==> src/rtl/sint_seq_mul_if.sv <==
// Operand and product handshake bundle for the sequential signed multiplier.
// The master drives operands and consumes the product; the slave is the multiplier.
interface sint_seq_mul_if #(
    parameter int width = 7
);
    logic [width-1:0]   I0;
    logic [width-1:0]   I1;
    logic               I_valid;
    logic               I_ready;
    logic [2*width-1:0] O;
    logic               O_valid;
    logic               O_ready;

    modport master (
        output I0, I1, I_valid, O_ready,
        input  I_ready, O, O_valid
    );

    modport slave (
        input  I0, I1, I_valid, O_ready,
        output I_ready, O, O_valid
    );
endinterface

==> src/rtl/sint_seq_mul.sv <==
// Sequential two's-complement multiplier: shift-add on operand magnitudes over
// width+1 cycles, then sign correction into a 2*width-bit registered product.
module sint_seq_mul #(
    parameter int width = 7
) (
    input  logic          CLK,
    input  logic          RESET,
    sint_seq_mul_if.slave bus,
    output logic [1:0]    dbg_state
);
    // Handshake: a transfer happens on a rising CLK edge where valid and ready
    // are both high. I_ready is high only in IDLE, O_valid only in DONE, and
    // O is stable while O_valid is high and O_ready is low.

    localparam int CW = $clog2(width + 1);
    localparam logic [CW-1:0] LAST = CW'(width);

    typedef enum logic [1:0] {
        IDLE = 2'd0,
        BUSY = 2'd1,
        DONE = 2'd2
    } state_t;

    state_t             state;
    state_t             state_nxt;
    logic [width:0]     mcand;
    logic [width:0]     mplier;
    logic [2*width:0]   acc;
    logic [CW-1:0]      count;
    logic               sign;
    logic [2*width-1:0] prod;

    logic [width:0]     i0_ext;
    logic [width:0]     i1_ext;
    logic [width:0]     i0_mag;
    logic [width:0]     i1_mag;
    logic [2*width:0]   addend;
    logic [2*width:0]   acc_sum;
    logic [2*width-1:0] acc_signed;
    logic               accept;
    logic               last_iter;

    // Magnitudes are one bit wider so the most-negative operand stays positive.
    always_comb begin
        i0_ext     = {bus.I0[width-1], bus.I0};
        i1_ext     = {bus.I1[width-1], bus.I1};
        i0_mag     = i0_ext[width] ? -i0_ext : i0_ext;
        i1_mag     = i1_ext[width] ? -i1_ext : i1_ext;
        addend     = {{width{1'b0}}, mcand} << count;
        acc_sum    = mplier[0] ? acc + addend : acc;
        acc_signed = sign ? -acc_sum[2*width-1:0] : acc_sum[2*width-1:0];
    end

    always_ff @(posedge CLK) begin
        if (RESET) begin
            state <= IDLE;
        end else begin
            state <= state_nxt;
        end
    end

    always_comb begin
        state_nxt   = state;
        accept      = 1'b0;
        last_iter   = 1'b0;
        bus.I_ready = 1'b0;
        bus.O_valid = 1'b0;
        case (state)
            IDLE: begin
                bus.I_ready = 1'b1;
                if (bus.I_valid) begin
                    accept    = 1'b1;
                    state_nxt = BUSY;
                end
            end
            BUSY: begin
                if (count == LAST) begin
                    last_iter = 1'b1;
                    state_nxt = DONE;
                end
            end
            DONE: begin
                bus.O_valid = 1'b1;
                if (bus.O_ready) begin
                    state_nxt = IDLE;
                end
            end
            default: state_nxt = IDLE;
        endcase
    end

    always_ff @(posedge CLK) begin
        if (RESET) begin
            mcand  <= '0;
            mplier <= '0;
            acc    <= '0;
            count  <= '0;
            sign   <= 1'b0;
            prod   <= '0;
        end else if (accept) begin
            sign   <= bus.I0[width-1] ^ bus.I1[width-1];
            mcand  <= i0_mag;
            mplier <= i1_mag;
            acc    <= '0;
            count  <= '0;
        end else if (state == BUSY) begin
            acc    <= acc_sum;
            mplier <= mplier >> 1;
            count  <= count + CW'(1);
            // Negating a zero magnitude yields zero, so no negative-zero case.
            if (last_iter) begin
                prod <= acc_signed;
            end
        end
    end

    assign bus.O     = prod;
    assign dbg_state = state;
endmodule

==> src/flat_wrapper.sv <==
// flat-port wrapper written by rule: the top's interface ports become plain ports
module sint_seq_mul_flat 
#(
    parameter int width = 7
)
  (CLK, RESET, dbg_state, bus_I0, bus_I1, bus_I_valid, bus_O_ready, bus_I_ready, bus_O, bus_O_valid);
  sint_seq_mul_if #(.width(width)) bus_i ();
  input  logic CLK;
  input  logic RESET;
  output logic [1:0] dbg_state;
  input wire logic [$bits(bus_i.I0)-1:0] bus_I0;
  input wire logic [$bits(bus_i.I1)-1:0] bus_I1;
  input wire logic [$bits(bus_i.I_valid)-1:0] bus_I_valid;
  input wire logic [$bits(bus_i.O_ready)-1:0] bus_O_ready;
  output wire logic [$bits(bus_i.I_ready)-1:0] bus_I_ready;
  output wire logic [$bits(bus_i.O)-1:0] bus_O;
  output wire logic [$bits(bus_i.O_valid)-1:0] bus_O_valid;
  assign bus_i.I0 = bus_I0;
  assign bus_i.I1 = bus_I1;
  assign bus_i.I_valid = bus_I_valid;
  assign bus_i.O_ready = bus_O_ready;
  assign bus_I_ready = bus_i.I_ready;
  assign bus_O = bus_i.O;
  assign bus_O_valid = bus_i.O_valid;
  sint_seq_mul #(.width(width)) u_core (.CLK(CLK), .RESET(RESET), .bus(bus_i), .dbg_state(dbg_state));
endmodule
==> config.mk <==
export PLATFORM = sky130hd
export DESIGN_NAME = sint_seq_mul_flat
export DESIGN_NICKNAME = d
export VERILOG_FILES = /design/src/rtl/sint_seq_mul_if.sv /design/src/rtl/sint_seq_mul.sv /design/src/flat_wrapper.sv
export SDC_FILE = /design/constraint.sdc
export NUM_CORES = 1
export LEC_CHECK = 0
export ABC_AREA = 1
export BUFFER_PORTS_ARGS = -buffer_cell sky130_fd_sc_hd__buf_2
export CORE_ASPECT_RATIO = 1.1
export CORE_MARGIN = 2
export CORE_UTILIZATION = 42
export DETAILED_ROUTE_END_ITERATION = 10
export SLEW_MARGIN = 10
export SYNTH_ARGS = -nofsm -noshare
export SYNTH_HDL_FRONTEND = slang
export SYNTH_SLANG_ARGS = --single-unit
==> constraint.sdc <==
create_clock -name CLK -period 3.8 [get_ports CLK]
set_input_delay 0.19 -clock CLK [delete_from_list [all_inputs] [get_ports CLK]]
set_output_delay 0.19 -clock CLK [all_outputs]
set_load 0.03 [all_outputs]
==> flow_summary.yaml, run 1 <==
hold_path:
  hold_path_depth: 4
  hp-class: "input pin to register"
sta:
  setup_viol: 0
  min_period_ns: 3.22
  fmax_ghz: 0.310
  rsz0062_at_grt: "no"
  slew_violations: 0
  maxSlewHeadroom: 0.569
  hold_violations: 0
  period_share: 0.848
  fin_skew_ns: 0.00844
  worst_slew_pin_slew_ns: 0.644
  fin_setup_tns_ns: 0
clocking:
  path_clk_slew_ns: 0.10
  cts_tree: "done"
  cts_buffer_depth: 2
  insertion_delay_ns: 0.30
  cts.sinks: 50
  postCtsHoldBufs: 0
  cts_resized: 0
  cts_max_level: 2
  post-cts-setup-buffer-count: 0
  cts_buffers: 5
  root_buffer: "clkbuf_8"
yosys:
  syn_nets: 644
  avgSynthCellArea_sq_um: 5.99
  syn-cell-area_sq_mm: 0.00363
  synth_seq_area_share: 0.275
  ys_seq_elements: 50
  yosys_warnings: 0
  syn_inst: 607
  synth.distinct_cells: 35
setup_path:
  crit_path_end_kind: "register"
  worstPathMaxFanout: 15
  rrSetupSlack_ns: 0.58
  cp.required_ns: 4.00
  arrival_ns: 3.42
  crit_type: "register to register"
  rr_worst_depth: 20
  cp-start-kind: "register"
  critPathMaxStageDelay_ns: 0.48
  crit_cells: 20
  crit_family: "simple AND/OR/NAND/NOR gates"
  crit_chain: "inv_1 > nand2_1 > nor3_1 > ha_1 > inv_1 > fa_1 > nand2_1 > o21ai_1 > ha_1 > inv_1 > nor2_1 > nand3_1 > nor2_1 > nand2_1 > nor2_1 > nand3_1 > nand3_1 > nand2_1 > nor2_1 > nor2_1"
  cpMostUsedCell: "nor2_1"
  crit_path_top_delay_cell: "fa_1"
  critPathBufInv: 3
cells_and_area:
  area_delta_synth_final_pct: 10.3
  final_common_cell: "nand2_1"
  final_core_util: 0.476
  drive_gt1_frac: 0.0915
  num_antenna_cells: 0
  stdcell_count: 745
  layout_common_cells: "nand2_1 (176), inv_1 (99), nor2_1 (51)"
  nets: 670
floorplanning:
  fp.dieH_um: 102
  dieWidth_um: 92.7
  ioPinCount: 36
  coreArea_sq_mm: 0.00841
  start_util: 0.432
  rows: 35
  die_area_sq_mm: 0.00941
placed_design:
  gp_congestion: 0.912
  dpl.cell_count: 737
  io_buffers: 35
  hpwl_um: 7200
power_and_ir_drop:
  vdd_drop_max_v: 0.000233
  power.total_w: 0.00125
  cellLeakagePower_nw: 2.11
  power_density_mw_per_mm2: 311
outcome:
  status: "complete, no violations"
routing:
  firstDrtPassIters: 5
  wl_per_cell_um: 12.1
  drt_wl_total_um: 9050
  drc: 0
  drt_iter0_markers: 154
  ant_nets: 0
  vias: 3742
  viasPerCell: 5.02
global_routing:
  grt_start_max_net_pins: 29
  first_global_vias: 3352
  gr-total-overflow: 0
  antenna_found_initial: 0
  grt_pass1_wl_um: 15700
  track_usage: 0.206
run:
  maxCapViolations: 0
==> flip-flops by register name, summed over array words and instances, names as in the netlist <==
register          count
u_core.dbg_state      2
u_core.mplier         8
u_core.sign           1
u_core.mcand          8
u_core.count          3
u_core.bus.O         14
u_core.acc           14
==> worst min-delay path: stages <==
cell and delay (ns):
buf_2 0.07, inv_1 0.03, nand2_1 0.05, a21oi_1 0.05
==> synthesized netlist by cell type (all sizes together) <==
master,number,area [sq um]
a21oi,31,155
a22oi,2,15.0
a31oi,5,31.3
and2,1,6.26
buf,2,8.75
clkbuf,16,60.1
clkinv,1,3.75
dfxtp,50,1000
fa,1,20.0
ha,18,225
inv,105,394
mux2i,4,40.0
nand2,178,673
nand3,51,260
nand4,6,37.5
nor2,53,209
nor3,6,30.0
o211ai,4,30.0
o21a,2,15.0
o21ai,52,268
o21bai,1,7.51
o221ai,4,35.0
o22ai,5,31.3
o32ai,1,8.76
or2,1,6.26
xnor2,3,26.3
xor2,4,35.0
==> per-stage QoR <==
| step | setup WS (ns) | cell area [sq um] | hold slack (ns) |
|---|---|---|---|
| 2_1_floorplan | 0.976 | 3630 | 0.360 |
| 3_3_place_gp | 0.597 | 3890 | 0.444 |
| 3_5_place_dp | 0.578 | 3890 | 0.446 |
| 4_1_cts | 0.572 | 4010 | 0.128 |
| 5_1_grt | 0.141 | 4010 | 0.153 |
| 6_report | 0.579 | 4010 | 0.133 |
==> worst paths after layout <==
kind / to / start
max reg2reg: u_core.bus.O[12] / u_core.count[0]
min: u_core.dbg_state[1] / bus_O_ready
max: u_core.bus.O[12] / u_core.count[0]
min reg2reg: u_core.mcand[7] / u_core.mcand[7]
==> where the power goes <==
group          internal, W  total [W]  switching (W)  leakage [nW]
combinational    0.0000973   0.000298       0.000201          1.64
sequential        0.000546   0.000569      0.0000226         0.407
clock             0.000197   0.000379       0.000181        0.0585
==> area by class of cell <==
type	instances	area (sq um)
Timing Repair Buffer	37	190
Fill cell	920	4400
Tap cell	111	139
Clock inverter	3	43.8
Inverter	106	398
Sequential cell	50	1000
Multi-Input combinational cell	433	2170
Clock buffer	5	68.8
==> cell families (layout without fill, tap and decap cells) <==
logic type / Yosys count / count (layout) / share of synthesized area
DFF: 50 / 50 / 0.275
muxes: 4 / 4 / 0.0110
and+or+nand+nor: 296 / 296 / 0.336
adders and majority gates: 19 / 19 / 0.0675
xor gates and xnor gates: 7 / 7 / 0.0169
buffers and inverters: 124 / 151 / 0.128
AOI/OAI and AO/OA: 107 / 107 / 0.164
==> routing by layer <==
metal  track usage  part of all wire  up-vias
met4        0.0633             0.022        0
met2         0.330              0.45       59
met5             0                 0        -
met3        0.0193             0.034       14
li1              -                 -     1996
met1         0.296              0.50     1673
No activity file was read; power rests on OpenSTA's default activity.
==> run 2: changes to the inputs <==
==> constraint.sdc (replaced) <==
create_clock -name CLK -period 3.2 [get_ports CLK]
set_input_delay 0.16 -clock CLK [delete_from_list [all_inputs] [get_ports CLK]]
set_output_delay 0.16 -clock CLK [all_outputs]
set_load 0.03 [all_outputs]
==> run 2 against run 1 <==
  * Sequential share of layout area is 0.31 points lower
  * First-iteration DRC count increased by 1.9%
  * Global-route usage is 0.081 points higher
  * Fmax up 11%
  * Non-clock buffer count is 8 higher
  * Cell area is 1.4% higher
  * Largest power group unchanged
  * Count of clock-buffer cells in the layout is 1 higher
  * Routed wire length rose by 1.4%
==> flow_summary.yaml, run 2 (synthesis results as in run 1) <==
clocking:
  root_buffer: "clkbuf_8"
  cts_max_level: 2
  insertion_delay_ns: 0.30
  cts_buffers: 5
  cts.sinks: 50
  cts_tree: "done"
  postCtsHoldBufs: 0
  path_clk_slew_ns: 0.09
  cts_buffer_depth: 2
cells_and_area:
  n_fill_cell: 899
  final_common_cell: "nand2_1"
  num_antenna_cells: 0
  multi_input_area_sq_mm: 0.00218
  area_delta_synth_final_pct: 11.8
  final_core_util: 0.483
  drive_gt1_frac: 0.111
  nets: 678
  layout_common_cells: "nand2_1 (176), inv_1 (98), nor2_1 (50), nand3_1 (50), dfxtp_1 (49)"
  seqCellArea_sq_mm: 0.00100
sta:
  slew_violations: 0
  period_share: 0.909
  fin_skew_ns: 0.00859
  hold_violations: 0
  worst_slew_pin_slew_ns: 0.567
  maxSlewHeadroom: 0.621
  setup_viol: 0
  whs_ns: 0.101
  fmax_ghz: 0.344
  min_period_ns: 2.91
global_routing:
  first_global_vias: 3402
  grt_pass1_wl_um: 15700
  gr-total-overflow: 0
  grt_start_max_net_pins: 29
  track_usage: 0.207
  antenna_found_initial: 0
floorplanning:
  dieWidth_um: 92.7
  die_area_sq_mm: 0.00941
  rows: 35
  fp.dieH_um: 102
  coreArea_sq_mm: 0.00841
  ioPinCount: 36
  start_util: 0.432
setup_path:
  worstReg2RegEnd: "u_core.bus.O[12]"
  rr_worst_depth: 21
  crit_type: "register to register"
  cp.required_ns: 3.40
  crit_path_end_kind: "register"
  cp-start-kind: "register"
  reg2reg_from: "u_core.count[0]"
  cp-startpoint: "u_core.count[0]"
  arrival_ns: 3.11
  worstPathMaxFanout: 10
  rrSetupSlack_ns: 0.29
hold_path:
  min_to: "u_core.dbg_state[1]"
  hp-class: "input pin to register"
  hold_path_depth: 4
  hp-start: "bus_O_ready"
routing:
  drc: 0
  wl_per_cell_um: 12.2
  firstDrtPassIters: 4
  drt_wl_total_um: 9180
  ant_nets: 0
  vias: 3703
  drt_iter0_markers: 157
  viasPerCell: 4.92
power_and_ir_drop:
  power_density_mw_per_mm2: 350
  cellLeakagePower_nw: 2.14
  vdd_drop_max_v: 0.000247
outcome:
  status: "complete, no violations"
run:
  maxCapViolations: 0
placed_design:
  hpwl_um: 7390
  io_buffers: 35
  gp_congestion: 0.893
## run 2: worst max-delay path by stage
stage | slack (ns) | endpoint
6_report | 0.29 | u_core.bus.O[12]
3_5_place_dp | 0.02 | u_core.bus.O[12]
5_1_grt | -0.0006 | u_core.bus.O[12]
2_1_floorplan | 0.38 | u_core.bus.O[12]
4_1_cts | 0.002 | u_core.bus.O[12]
3_3_place_gp | 0.09 | u_core.bus.O[12]
## run 2: timing repair
item / CTS / global route
buffers inserted: 0 / 1
gates resized for setup: 0 / 11
endpoints found under the hold margin: 0 / 0
endpoints found under the setup margin: 0 / 8
## run 2: critical path: stages, from the launching register on
cell     delay, ns
dfxtp_2       0.36
buf_4         0.16
o21ai_0       0.23
o21ai_1       0.12
nor2_1        0.18
ha_1          0.33
nand2_1       0.10
nand2_1       0.08
inv_2         0.07
nand2_2       0.07
nand2_1       0.09
nand2_1       0.05
nand2_1       0.05
nand3_1       0.14
nand2_2       0.13
nand2_1       0.10
nor2_1        0.14
nand3_1       0.11
nand3_1       0.08
nand2_1       0.06
nor2_1        0.11
nor2_1        0.05
## run 2: layer usage
metal | GRT usage | vias up | wire length, um
li1 | - | 2011 | -
met1 | 0.287 | 1624 | 4640
met2 | 0.349 | 59 | 4170
met3 | 0.0208 | 9 | 244
met4 | 0.0486 | 0 | 117
met5 | 0 | - | 0
## run 2: final cells by class
type                            instances  share of cell area
Clock buffer                            6              0.0203
Clock inverter                          2             0.00308
Inverter                              106              0.0980
Multi-Input combinational cell        433               0.536
Sequential cell                        50               0.247
Tap cell                              111              0.0342
Timing Repair Buffer                   45              0.0616
## run 2: metrics by stage
| stage | instance area (sq um) | total power (W) | std cells | worst slack, ns | setup TNS, ns |
|---|---|---|---|---|---|
| after global placement | 3950 | 0.00104 | 744 | 0.0905 | 0 |
| final | 4060 | 0.00142 | 753 | 0.291 | 0 |
| after floorplan | 3630 | 0.000950 | 607 | 0.376 | 0 |
| after CTS | 4040 | 0.00143 | 752 | 0.00205 | 0 |
| after global routing | 4060 | 0.00152 | 753 | -0.000636 | -0.000636 |
| after detailed placement | 3950 | 0.00105 | 744 | 0.0159 | 0 |
## run 2: power breakdown
group	total [W]	internal, W	leakage (nW)	switching [W]
Sequential	0.000675	0.000649	0.407	0.0000265
Clock	0.000382	0.000174	0.0472	0.000208
Combinational	0.000363	0.000125	1.69	0.000238
